## src/rtl/axi_mailbox_slave.sv

```systemverilog
`default_nettype none
// ============================================================================
// Module   : axi_mailbox_slave
// Brief    : Single-beat AXI3 register slave providing a host<->fabric mailbox
//            (TX FIFO, RX FIFO, status, control, W1C interrupt status) and an
//            active-low registered interrupt line.
// Revision : 1.0 - initial release
// ============================================================================
module axi_mailbox_slave #(
  parameter int DEPTH = 16,
  parameter int DW    = 32
) (
  input  logic          sysclk,
  input  logic          sysrstn,
  output logic          int_b,
  input  logic [31:0]   axis_awaddr,
  input  logic          axis_awvalid,
  output logic          axis_awready,
  input  logic [DW-1:0] axis_wdata,
  input  logic          axis_wvalid,
  output logic          axis_wready,
  output logic [1:0]    axis_bresp,
  output logic          axis_bvalid,
  input  logic          axis_bready,
  input  logic [31:0]   axis_araddr,
  input  logic          axis_arvalid,
  output logic          axis_arready,
  output logic [DW-1:0] axis_rdata,
  output logic [1:0]    axis_rresp,
  output logic          axis_rlast,
  output logic          axis_rvalid,
  input  logic          axis_rready,
  output logic [DW-1:0] tx_m_data,
  output logic          tx_m_valid,
  input  logic          tx_m_ready,
  input  logic [DW-1:0] rx_s_data,
  input  logic          rx_s_valid,
  output logic          rx_s_ready
);
  localparam int AW = (DEPTH > 1) ? $clog2(DEPTH) : 1;
  localparam int CW = AW + 1;
  localparam logic [CW-1:0] FULL_CNT    = CW'(DEPTH);
  localparam logic [1:0]    RESP_OKAY   = 2'b00;
  localparam logic [1:0]    RESP_SLVERR = 2'b10;
  localparam logic [1:0]    RESP_DECERR = 2'b11;
  localparam logic [5:0]    A_TXDATA    = 6'h00;
  localparam logic [5:0]    A_RXDATA    = 6'h01;
  localparam logic [5:0]    A_STATUS    = 6'h02;
  localparam logic [5:0]    A_CTRL      = 6'h03;
  localparam logic [5:0]    A_IRQ       = 6'h04;

  typedef enum logic [1:0] {W_IDLE, W_WDATA, W_WADDR, W_RESP} wstate_t;
  typedef enum logic       {R_IDLE, R_DATA} rstate_t;

  wstate_t          wstate_q;
  rstate_t          rstate_q;
  logic [5:0]       awaddr_q;
  logic [DW-1:0]    wdata_q, rdata_q;
  logic             awready_q, wready_q, bvalid_q, arready_q, rvalid_q;
  logic [1:0]       bresp_q, rresp_q;
  logic [DW-1:0]    tx_mem [DEPTH];
  logic [DW-1:0]    rx_mem [DEPTH];
  logic [AW-1:0]    tx_wr_ptr_q, tx_wr_ptr_d, tx_rd_ptr_q, tx_rd_ptr_d;
  logic [AW-1:0]    rx_wr_ptr_q, rx_wr_ptr_d, rx_rd_ptr_q, rx_rd_ptr_d;
  logic [CW-1:0]    tx_count_q, tx_count_d, rx_count_q, rx_count_d;
  logic             rx_s_ready_q, rx_s_ready_d;
  logic [2:0]       irq_en_q, irq_en_d, irq_stat_q, irq_stat_d, irq_set;
  logic [7:0]       rx_thresh_q, rx_thresh_d, thresh_eff;
  logic             int_b_q, int_b_d;
  logic             wr_fire, rd_fire, flush;
  logic [5:0]       wr_idx, rd_idx;
  logic [DW-1:0]    wr_data, rd_data;
  logic [1:0]       wr_resp, rd_resp;
  logic             tx_push, tx_pop, rx_push, rx_pop;
  logic             tx_full, tx_empty, rx_full, rx_empty;
  logic             unused_addr_bits;

  assign unused_addr_bits = ^{axis_awaddr[31:8], axis_awaddr[1:0],
                              axis_araddr[31:8], axis_araddr[1:0]};

  assign tx_full  = (tx_count_q == FULL_CNT);
  assign tx_empty = (tx_count_q == '0);
  assign rx_full  = (rx_count_q == FULL_CNT);
  assign rx_empty = (rx_count_q == '0);

  // Write-side decode: a write commits on the edge that completes AW and W.
  always_comb begin
    wr_fire = 1'b0;
    case (wstate_q)
      W_IDLE:  wr_fire = axis_awvalid && axis_wvalid;
      W_WDATA: wr_fire = axis_wvalid;
      W_WADDR: wr_fire = axis_awvalid;
      default: wr_fire = 1'b0;
    endcase
    wr_idx  = (wstate_q == W_WDATA) ? awaddr_q : axis_awaddr[7:2];
    wr_data = (wstate_q == W_WADDR) ? wdata_q : axis_wdata;
    case (wr_idx)
      A_TXDATA:      wr_resp = tx_full ? RESP_SLVERR : RESP_OKAY;
      A_CTRL, A_IRQ: wr_resp = RESP_OKAY;
      default:       wr_resp = RESP_DECERR;
    endcase
  end

  // Read-side decode: data and response captured at AR acceptance.
  always_comb begin
    rd_fire = (rstate_q == R_IDLE) && axis_arvalid;
    rd_idx  = axis_araddr[7:2];
    rd_data = '0;
    rd_resp = RESP_OKAY;
    case (rd_idx)
      A_TXDATA: rd_data = '0;
      A_RXDATA: begin
        if (rx_empty) rd_resp = RESP_SLVERR;
        else          rd_data = rx_mem[rx_rd_ptr_q];
      end
      A_STATUS: rd_data = {8'd0, 8'(rx_count_q), 8'(tx_count_q), 4'd0,
                           rx_full, rx_empty, tx_full, tx_empty};
      A_CTRL:   rd_data = {16'd0, rx_thresh_q, 5'd0, irq_en_q};
      A_IRQ:    rd_data = {29'd0, irq_stat_q};
      default:  rd_resp = RESP_DECERR;
    endcase
  end

  // FIFO pointers and counts; flush overrides any concurrent push or pop.
  always_comb begin
    tx_push     = wr_fire && (wr_idx == A_TXDATA) && !tx_full;
    tx_pop      = !tx_empty && tx_m_ready;
    rx_push     = rx_s_valid && rx_s_ready_q;
    rx_pop      = rd_fire && (rd_idx == A_RXDATA) && !rx_empty;
    flush       = wr_fire && (wr_idx == A_CTRL) && wr_data[31];
    tx_wr_ptr_d = tx_wr_ptr_q + AW'(tx_push);
    tx_rd_ptr_d = tx_rd_ptr_q + AW'(tx_pop);
    tx_count_d  = tx_count_q + CW'(tx_push) - CW'(tx_pop);
    rx_wr_ptr_d = rx_wr_ptr_q + AW'(rx_push);
    rx_rd_ptr_d = rx_rd_ptr_q + AW'(rx_pop);
    rx_count_d  = rx_count_q + CW'(rx_push) - CW'(rx_pop);
    if (flush) begin
      tx_wr_ptr_d = '0;
      tx_rd_ptr_d = '0;
      tx_count_d  = '0;
      rx_wr_ptr_d = '0;
      rx_rd_ptr_d = '0;
      rx_count_d  = '0;
    end
    rx_s_ready_d = (rx_count_d != FULL_CNT);
  end

  // Control and sticky interrupt status; a set beats a same-cycle W1C.
  always_comb begin
    irq_en_d    = irq_en_q;
    rx_thresh_d = rx_thresh_q;
    if (wr_fire && (wr_idx == A_CTRL)) begin
      irq_en_d    = wr_data[2:0];
      rx_thresh_d = wr_data[15:8];
    end
    thresh_eff = (rx_thresh_q == 8'd0) ? 8'd1 : rx_thresh_q;
    irq_set[0] = (8'(rx_count_q) >= thresh_eff);
    irq_set[1] = (tx_count_q == CW'(1)) && (tx_count_d == '0);
    irq_set[2] = wr_fire && (wr_idx == A_TXDATA) && tx_full;
    irq_stat_d = irq_stat_q;
    if (wr_fire && (wr_idx == A_IRQ)) irq_stat_d = irq_stat_q & ~wr_data[2:0];
    irq_stat_d = irq_stat_d | irq_set;
    int_b_d    = ~|(irq_stat_q & irq_en_q);
  end

  // Datapath and interrupt state registers.
  always_ff @(posedge sysclk) begin
    if (!sysrstn) begin
      tx_wr_ptr_q  <= '0;
      tx_rd_ptr_q  <= '0;
      tx_count_q   <= '0;
      rx_wr_ptr_q  <= '0;
      rx_rd_ptr_q  <= '0;
      rx_count_q   <= '0;
      rx_s_ready_q <= 1'b0;
      irq_en_q     <= 3'd0;
      rx_thresh_q  <= 8'd1;
      irq_stat_q   <= 3'd0;
      int_b_q      <= 1'b1;
    end else begin
      tx_wr_ptr_q  <= tx_wr_ptr_d;
      tx_rd_ptr_q  <= tx_rd_ptr_d;
      tx_count_q   <= tx_count_d;
      rx_wr_ptr_q  <= rx_wr_ptr_d;
      rx_rd_ptr_q  <= rx_rd_ptr_d;
      rx_count_q   <= rx_count_d;
      rx_s_ready_q <= rx_s_ready_d;
      irq_en_q     <= irq_en_d;
      rx_thresh_q  <= rx_thresh_d;
      irq_stat_q   <= irq_stat_d;
      int_b_q      <= int_b_d;
    end
  end

  // FIFO storage, written only on accepted pushes.
  always_ff @(posedge sysclk) begin
    if (sysrstn && tx_push) tx_mem[tx_wr_ptr_q] <= wr_data;
    if (sysrstn && rx_push) rx_mem[rx_wr_ptr_q] <= rx_s_data;
  end

  // Write channel FSM: collects AW and W in either order, then holds B.
  always_ff @(posedge sysclk) begin
    if (!sysrstn) begin
      wstate_q  <= W_IDLE;
      awaddr_q  <= 6'd0;
      wdata_q   <= '0;
      awready_q <= 1'b1;
      wready_q  <= 1'b1;
      bvalid_q  <= 1'b0;
      bresp_q   <= RESP_OKAY;
    end else if (wr_fire) begin
      wstate_q  <= W_RESP;
      awready_q <= 1'b0;
      wready_q  <= 1'b0;
      bvalid_q  <= 1'b1;
      bresp_q   <= wr_resp;
    end else begin
      case (wstate_q)
        W_IDLE: begin
          if (axis_awvalid) begin
            wstate_q  <= W_WDATA;
            awaddr_q  <= axis_awaddr[7:2];
            awready_q <= 1'b0;
          end else if (axis_wvalid) begin
            wstate_q <= W_WADDR;
            wdata_q  <= axis_wdata;
            wready_q <= 1'b0;
          end
        end
        W_RESP: begin
          if (axis_bready) begin
            wstate_q  <= W_IDLE;
            awready_q <= 1'b1;
            wready_q  <= 1'b1;
            bvalid_q  <= 1'b0;
            bresp_q   <= RESP_OKAY;
          end
        end
        default: ;
      endcase
    end
  end

  // Read channel FSM: one-cycle latency, R held until rready.
  always_ff @(posedge sysclk) begin
    if (!sysrstn) begin
      rstate_q  <= R_IDLE;
      arready_q <= 1'b1;
      rvalid_q  <= 1'b0;
      rdata_q   <= '0;
      rresp_q   <= RESP_OKAY;
    end else begin
      case (rstate_q)
        R_IDLE: begin
          if (rd_fire) begin
            rstate_q  <= R_DATA;
            arready_q <= 1'b0;
            rvalid_q  <= 1'b1;
            rdata_q   <= rd_data;
            rresp_q   <= rd_resp;
          end
        end
        default: begin
          if (axis_rready) begin
            rstate_q  <= R_IDLE;
            arready_q <= 1'b1;
            rvalid_q  <= 1'b0;
            rdata_q   <= '0;
            rresp_q   <= RESP_OKAY;
          end
        end
      endcase
    end
  end

  assign axis_awready = awready_q;
  assign axis_wready  = wready_q;
  assign axis_bvalid  = bvalid_q;
  assign axis_bresp   = bresp_q;
  assign axis_arready = arready_q;
  assign axis_rvalid  = rvalid_q;
  assign axis_rlast   = rvalid_q;
  assign axis_rdata   = rdata_q;
  assign axis_rresp   = rresp_q;
  assign tx_m_valid   = !tx_empty;
  assign tx_m_data    = tx_mem[tx_rd_ptr_q];
  assign rx_s_ready   = rx_s_ready_q;
  assign int_b        = int_b_q;
endmodule
`default_nettype wire

```

## config.mk

```make
export PLATFORM = sky130hd
export DESIGN_NAME = axi_mailbox_slave
export DESIGN_NICKNAME = d
export VERILOG_FILES = /design/src/rtl/axi_mailbox_slave.sv
export SDC_FILE = /design/constraint.sdc
export NUM_CORES = 1
export LEC_CHECK = 0
export CORE_AREA = 5 5 255 307
export CTS_CLUSTER_SIZE = 8
export DETAILED_ROUTE_END_ITERATION = 16
export DIE_AREA = 0 0 260 312
export HOLD_SLACK_MARGIN = 0.1
export PLACE_DENSITY = 0.79
export SLEW_MARGIN = 20
export SYNTH_ARGS = -nofsm -noshare
export SYNTH_HDL_FRONTEND = slang
export SYNTH_SLANG_ARGS = --single-unit
```

## constraint.sdc

```tcl
create_clock -name sysclk -period 5.6 [get_ports sysclk]
set_input_delay 1.12 -clock sysclk [delete_from_list [all_inputs] [get_ports sysclk]]
set_output_delay 1.12 -clock sysclk [all_outputs]
set_load 0.1 [all_outputs]
```

# Word-level counts from Yosys, hierarchy flattened
# Memory sizes are Yosys's and may differ from the RTL's. A register that Yosys moved wholly into a read port is not among the register bits.
# Cells that the tools add are included.
# Widths: inputs -> output; s select.
totals:
  ff_bits: 124
  mem_bits_rw: 1024
  input_bits: 137
  out_inout_bits: 77
  wordCells: 154
  mem_count: 2
op_classes:
  add_sub_neg: 8
  n_lt_le_gt_ge: 1
  eq_ne: 19
  muxes: 52
  bitwise_logic: 8
  n_reduce_logical: 41
mem_list:
  columns: ["name", "depth", "width", "read_ports", "rd_clocked_by_memory_dff", "write_ports", "line_no", "source"]
  rows:
  - ["rx_mem", 16, 32, 1, 1, 1, "62", "logic [DW-1:0] rx_mem [DEPTH];"]
  - ["tx_mem", 16, 32, 1, 1, 1, "61", "logic [DW-1:0] tx_mem [DEPTH];"]
op_table:
  columns: ["operator", "n"]
  rows:
  - ["$mux 32", 5]
  - ["$pmux 32 s4", 1]
  - ["$mux 1", 22]
  - ["$mux 2", 11]
  - ["$eq 6x2->1 const B", 3]
  - ["$add 4x1->4", 4]
  - ["$logic_and 1x1->1", 15]
  - ["$logic_not 5->1", 3]
  - ["$eq 6x3->1 const B", 2]
  - ["$logic_not 6->1", 2]
  - ["$ne 3x3->1 const B", 4]
  - ["$pmux 2 s2", 3]
  - ["$add 5x1->5", 2]
  - ["$eq 5x5->1 const B", 2]
  - ["$mux 5", 2]
  - ["$sub 5x1->5", 2]
  - ["$reduce_and 3->1", 3]
  - ["$ge 5x8->1", 1]
  - ["$logic_not 8->1", 1]
  - ["$mux 4", 2]
  - ["$mux 8", 1]
  - ["$reduce_and 4->1", 2]
  - ["$and 3x3->3", 2]
  - ["$eq 6x1->1 const B", 1]
  - ["21 further kinds", 33]

# Longest topological paths before layout
# Gate-level depths: netlist (run 1).
depth:
  depth_word: 11
  mapped_depth: 16

# Worst setup path after synthesis (run 1)
# No wires, ideal clock.
synth_path:
  path_kind: "input to register"
  startpoint: "input port sysrstn"
  endpoint: "memory rx_mem[1][0], enable pin"
  arrival_time_ns: 4.049
  slack_ns: 1.091
  path_stages: 4
  path_cell_list: "clkbuf_1 clkbuf_1 nand4b_1 nor3_1"
synth_between:
  elab_chain_len: 3
synth_lines:
  columns: ["element", "line_no", "source"]
  rows:
  - ["start, declared", "14", "input logic sysrstn,"]
  - ["$logic_and 1x1->1", "198", "if (sysrstn && rx_push) rx_mem[rx_wr_ptr_q] <= rx_s_data;"]
  - ["$mux 1", "198", null]
  - ["$mux 1 (implied by the code)", "198", null]
  - ["end, declared", "62", null]
# Every way passes these cells.

==> run summary, run 1 <==
Hold Path Depth: 2
Area growth, synth to finish: 17.8%
Fin crit share: 91.5%
Grt ovf: 0
Chip height: 312 um
ANT nets after route: 0
Final Hold Fails: 0
CP endpoint kind: primary output
Warnings, synthesis: 0
Final nets: 2667
DR iter-0 viols: 2666
GR Util All Layers: 27.5%
CTS tree: done
Setup Fix Bufs, Post-CTS: 0
Peak VDD IR: 0.288 mV
Post-CTS Resized: 0
Top_reg_cell synth: edfxtp_1
Worst reg2reg path endpoint: irq_stat_q[1]
Clk_lat worst skew: 0.73 ns
Setup crit start: tx_rd_ptr_q[0]
Initial Util: 59.6%
Hold_sp: wdata_q[28]
Io pins: 214
Drt wl/cell: 30.5 um
Crit-path max FO: 33
Worst-Margin Slew: 1.15 ns
Worst R2R Start: wstate_q[1]
DR vias/cell: 6.46
Syn Area/Cell: 20.0 sq um
Post-synth cell types: 61
Vias in the first global route: 25000
Critical Path RT: 4.48 ns
Total wire length: 110000 um
Slew headroom: 22.8%
FFs w/ async S/R, synth: 0%
Die ar.: 81100 sq um
Min Tclk post-route: 5.13 ns
Hold-fix buffers, CTS: 0
CP Launch Type: flip-flop
Final Cell Area: 52400 sq um
Syn_nets: 2391
Setup tns final: 0 ns
FF-to-FF path depth: 15
Mapped Area: 44500 sq um
CP arrival: 4.01 ns
Placement Rows: 110
Placed Area: 47800 sq um
RSZ-0062 raised after global routing: no
Slew Viols, Final: 0
Flop-to-flop setup slack: 2.08 ns
Layout Utilization: 70.1%
Status: complete, no violations
Final setup fails: 0
Cells after Synth: 2227
Core Region: 74700 sq um
#FFs+latches synth: 1148
P_leak: 16.4 nW
PwrDens: 409 nW/um^2
First-pass GRT wire length: 163000 um
TritonRoute pass-1 iters: 5
WHS Endpoint: wdata_q[28]
Clk slew on worst S/H paths: 0.05 ns
Root buffer cell: clkbuf_16
Post-synth EDFFs: 1024
Routability cong.: 0.845
Largest net degree at the start of global routing: 72
Total number of vias: 23400
Antenna violations before repair: 3
CTS max path bufs: 3
Ratio of cells with drive above 1 in the final layout: 26.4%
Post-DP HPWL: 58000 um
CTS Buf Count: 161
Clock net sink count: 1148
Crit path kind: flip-flop to primary output
Port-buffer cells: 161
Max-Cap Viols: 0
DRC errors left: 0
Hold Path Class: flip-flop to flip-flop
Post-synthesis sequential area ratio: 74.6%
Final setup skew: 0.0331 ns
H-tree levels: 4
FMAX: 195 MHz
Die X: 260 um
where the power goes:
group	total [mW]	internal [mW]	switching, mW
combinational	2.93	1.16	1.77
clock	8.88	5.42	3.47
sequential	9.66	9.49	0.172
Yosys cell counts (all sizes together) (14+ instances only):
cell,number,share of area [%]
a21oi,72,0.81
and2,23,0.32
buf,52,0.51
clkbuf,67,0.56
dfxtp,124,5.6
edfxtp,1024,69
ha,25,0.70
inv,26,0.22
mux2,75,1.9
mux2i,42,0.94
mux4,285,14
nand2,124,1.0
nor2,100,0.84
nor3,14,0.17
o21ai,35,0.47
cells in the final DEF, fill, tap and decap left out, drive strengths merged, types with 5 or more instances in the layout:
| master | Yosys | final |
|---|---|---|
| edfxtp | 1024 | 1024 |
| mux4 | 285 | 285 |
| clkbuf | 67 | 256 |
| clkdlybuf4s50 | 0 | 144 |
| nand2 | 124 | 124 |
| dfxtp | 124 | 124 |
| nor2 | 100 | 100 |
| buf | 52 | 88 |
| mux2 | 75 | 75 |
| a21oi | 72 | 72 |
| mux2i | 42 | 42 |
| o21ai | 35 | 35 |
| inv | 26 | 32 |
| ha | 25 | 25 |
| and2 | 23 | 23 |
| nor3 | 14 | 14 |
| nand2b | 12 | 12 |
| xnor2 | 12 | 12 |
| a31oi | 12 | 12 |
| a221oi | 12 | 12 |
| nand3 | 11 | 11 |
| nor2b | 7 | 7 |
| a211oi | 6 | 6 |
| o22ai | 5 | 5 |
worst max-delay path by stage:
stage / slack, ns / end / cells after the start
finish: 0.47 / tx_m_data[1] / 4
global placement: 0.94 / rx_s_ready / 13
global route: 0.26 / tx_m_data[1] / 4
floorplan: 1.09 / rx_mem[1][0] / 4
detailed placement: 0.96 / rx_s_ready / 13
CTS: 0.35 / tx_m_data[1] / 4
metrics by stage:
step / hold WS [ns] / setup slack, ns / power [mW] / cells
3_5_place_dp: 0.447 / 0.962 / 12.7 / 3348
5_1_grt: 0.475 / 0.256 / 22.2 / 3614
4_1_cts: 0.454 / 0.353 / 21.6 / 3613
6_report: 0.454 / 0.474 / 21.5 / 3615
2_1_floorplan: 0.434 / 1.09 / 11.9 / 2227
3_3_place_gp: 0.439 / 0.936 / 12.6 / 3348
final cells by class:
cell class	count	area [sq um]
Multi-Input combinational cell	933	11000
Inverter	27	101
Timing Repair Buffer	232	2220
Antenna cell	2	5.00
Clock buffer	256	4470
Fill cell	4271	22300
Clock inverter	9	148
Sequential cell	1148	33300
Tap cell	1008	1260
registers in the layout, indices dropped and copies added (netlist names), 2 cells and up:
name / count
irq_en_q: 3
rx_wr_ptr_q: 4
wdata_q: 32
tx_mem: 512
axis_rdata: 32
tx_rd_ptr_q: 4
tx_count_q: 5
awaddr_q: 6
rx_thresh_q: 8
irq_stat_q: 3
axis_bresp: 2
rx_mem: 512
tx_wr_ptr_q: 4
axis_rresp: 2
rx_count_q: 5
rx_rd_ptr_q: 4
wstate_q: 2
routing by layer:
metal	up-vias	track usage [%]	part of all wire, %
li1	9616	-	-
met1	12100	33.8	34
met2	1383	46.7	52
met3	273	7.20	9.3
met4	2	11.4	4.1
met5	-	0	0.012
cells by family (layout without fill, tap and decap cells):
group | after synthesis | in the layout | synth area share [%]
AOI/OAI and AO/OA | 169 | 169 | 2.39
xor gates and xnor gates | 16 | 16 | 0.315
adders and majority gates | 27 | 27 | 0.793
buffers and inverters | 146 | 524 | 1.30
DFF | 1148 | 1148 | 74.6
muxes | 402 | 402 | 17.3
other | 0 | 2 | 0
and+or+nand+nor | 319 | 319 | 3.29
worst max-delay path, cell delays in order (launching register included):
cell and delay [ns]:
dfxtp_4 0.77, buf_4 0.37, mux4_2 0.58, mux4_2 0.53, clkdlybuf4s50_1 0.99
No activity file was read; power rests on OpenSTA's default activity.
==> run 2: changes to the inputs <==
Settings changed: SKIP_LAST_GASP from default to 1.
==> results of run 2 <==
No change in the layout: final DEF, timing and power equal those of run 1.
==> run 3: changes to the inputs <==
Settings changed: CORE_AREA 5 5 255 307 to 5 5 279 281, DIE_AREA 0 0 260 312 to 0 0 284 286.
==> run summary, run 3 (synthesis results as in run 1) <==
Hold_sp: wdata_q[23] (was wdata_q[28])
Setup tns final: 0 ns (unchanged)
Worst reg2reg path endpoint: rx_s_ready (was irq_stat_q[1])
Sw Pwr: 5.56 mW (was 5.41 mW)
Global-route layer with the greatest usage: met2 (unchanged)
CTS max path bufs: 3 (unchanged)
Max incr delay on CP: 1.00 ns (was 0.99 ns)
DR vias/cell: 6.52 (was 6.46)
Post-DP HPWL: 56800 um (was 58000 um)
GR Layer Usage met1: 33.8% (about the same)
Routability cong.: 0.825 (was 0.845)
First-pass GRT wire length: 160000 um (was 163000 um)
DRC errors left: 0 (unchanged)
Worst setup margin: 0.389 ns (was 0.474 ns)
CP Launch Type: flip-flop (unchanged)
Pre-CTS WS: 0.692 ns (was 0.962 ns)
Initial Util: 59.2% (was 59.6%)
Final nets: 2666 (was 2667)
Met2 global-route usage: 45.6% (was 46.7%)
Die X: 284 um (was 260 um)
Slowest-stage cell, CP: clkdlybuf4s50_1 (unchanged)
Crit-path cells: buf_4 -> mux4_2 -> mux4_2 -> clkdlybuf4s50_1 (unchanged)
P_leak: 16.4 nW (about the same)
Drt wl/cell: 30.0 um (was 30.5 um)
Hold-fix buffers, CTS: 0 (unchanged)
Antenna violations before repair: 6 (was 3)
Grt ovf: 0 (unchanged)
Clk slew on worst S/H paths: 0.05 ns (about the same)
Area growth, synth to finish: 18.2% (was 17.8%)
Commonest non-fill, non-tap cell in the layout: edfxtp_1 (unchanged)
GR Util All Layers: 26.8% (was 27.5%)
Layout Cells excl Fill: 3602 (was 3615)
Peak VDD IR: 0.369 mV (was 0.288 mV)
Status: complete, no violations (unchanged)
Fin crit share: 93.1% (was 91.5%)
Hold Path Class: flip-flop to flip-flop (unchanged)
Internal power: 16.1 mW (about the same)
Crit-path max FO: 31 (was 33)
Critical Path RT: 4.48 ns (about the same)
Ratio of cells with drive above 1 in the final layout: 25.7% (was 26.4%)
Clock power share: 41.7% (was 41.4%)
Clk_lat worst skew: 0.75 ns (was 0.73 ns)
Biggest regs: rx_mem x512, tx_mem x512 (unchanged)
PwrDens: 412 nW/um^2 (was 409 nW/um^2)
Total wire length: 108000 um (was 110000 um)
Final Hold Fails: 0 (unchanged)
Worst-Margin Slew: 1.20 ns (was 1.15 ns)
Max-Cap Viols: 0 (unchanged)
Flop-to-flop setup slack: 2.03 ns (was 2.08 ns)
TritonRoute pass-1 iters: 5 (unchanged)
Core Region: 75200 sq um (was 74700 sq um)
Total number of vias: 23500 (was 23400)
ANT nets after route: 0 (unchanged)
FF-to-FF path depth: 14 (was 15)
Hold Path Depth: 2 (unchanged)
DR iter-0 viols: 2823 (was 2666)
Root buffer cell: clkbuf_16 (unchanged)
GRT met3 Usage: 6.26% (was 7.20%)
Final setup skew: 0.0364 ns (was 0.0331 ns)
Design Power: 21.7 mW (was 21.5 mW)
RSZ-0062 raised after global routing: no (unchanged)
Setup Fix Bufs, Post-CTS: 0 (unchanged)
Final Cell Area: 52600 sq um (was 52400 sq um)
Worst R2R Start: rx_count_q[2] (was wstate_q[1])
Placed Area: 47900 sq um (was 47800 sq um)
Post-CTS Resized: 0 (unchanged)
WHS Endpoint: wdata_q[23] (was wdata_q[28])
CTS tree: done (unchanged)
CP arrival: 4.09 ns (was 4.01 ns)
Sw frac: 25.7% (was 25.2%)
Min Tclk post-route: 5.21 ns (was 5.13 ns)
Comb power frac: 13.6% (about the same)
CP endpoint kind: primary output (unchanged)
H-tree levels: 4 (unchanged)
Clock net sink count: 1148 (unchanged)
Dpl cells: 3317 (was 3348)
Die ar.: 81200 sq um (was 81100 sq um)
Slew Viols, Final: 0 (unchanged)
Final setup fails: 0 (unchanged)
Vias in the first global route: 25000 (about the same)
Most frequent cells in the layout: 1024 x edfxtp_1, 285 x mux4_2, 162 x clkbuf_16, 159 x clkdlybuf4s50_1, 124 x nand2_1 (was 1024 x edfxtp_1, 285 x mux4_2, 165 x clkbuf_16, 144 x clkdlybuf4s50_1, 124 x nand2_1)
Largest net degree at the start of global routing: 67 (was 72)
Slew headroom: 19.7% (was 22.8%)
CP most frequent cell: mux4_2 (unchanged)
Io pins: 214 (unchanged)
Crit path kind: flip-flop to primary output (unchanged)
Flop pwr share: 44.7% (was 45.0%)
CTS Buf Count: 161 (unchanged)
Port-buffer cells: 161 (unchanged)
Placement Rows: 101 (was 110)
FMAX: 192 MHz (was 195 MHz)
Chip height: 286 um (was 312 um)
## run 3: cell count changes in the layout (fill, tap and decap cells not counted), sizes merged
cell           before  now
buf                88   72
clkdlybuf4s50     144  159
clkbuf            256  266
clkinv              4   13
inv                32   30
diode               2    3
## run 3: worst max-delay path: cells and delay by family (launching register included)
family | cells | cell delay [ns]
DFF | 1 | 0.80
muxes | 2 | 1.12
buffers and inverters | 2 | 1.38
## run 3: how the worst max path moves through the flow
stage	from	endpoint	slack (ns)	cells past startpoint
2_1_floorplan	sysrstn	rx_mem[1][0]	1.09	4
3_3_place_gp	axis_araddr[5]	rx_s_ready	0.69	13
5_1_grt	tx_rd_ptr_q[0]	tx_m_data[11]	0.22	4
6_report	tx_rd_ptr_q[0]	tx_m_data[11]	0.39	4
4_1_cts	tx_rd_ptr_q[0]	tx_m_data[11]	0.29	4
3_5_place_dp	axis_araddr[5]	rx_s_ready	0.69	13
## run 3: power by group through the flow
stage                     combinational [mW]  sequential, mW  clock, mW
after floorplan                         2.17            9.77          0
after global placement                  2.86            9.82          0
after detailed placement                2.93            9.84          0
after CTS                               2.98            9.68       9.14
after global routing                    3.12            9.68       9.57
final                                   2.95            9.68       9.04
## run 3: stage by stage
step / hold slack (ns) / utilization [%]
final: 0.452 / 70.0
after global routing: 0.476 / 70.0
after CTS: 0.454 / 70.0
after detailed placement: 0.447 / 63.6
after global placement: 0.438 / 63.6
after floorplan: 0.434 / -
## run 3: area by class of cell
cell class              instances  area (sq um)
diodes                          3          7.51
clock buffers                 266          4440
clock inverters                16           334
fillers                      4261         22600
inverters                      27           101
multi-input cells             933         11000
flip-flops and latches       1148         33300
well taps                     978          1220
repair buffers                231          2310
## run 3: layer usage
metal  up-vias  wire [um]
met5         -         25
met4         4       3770
met3       262       9990
met2      1393      55600
met1     12200      38600
li1       9633          -
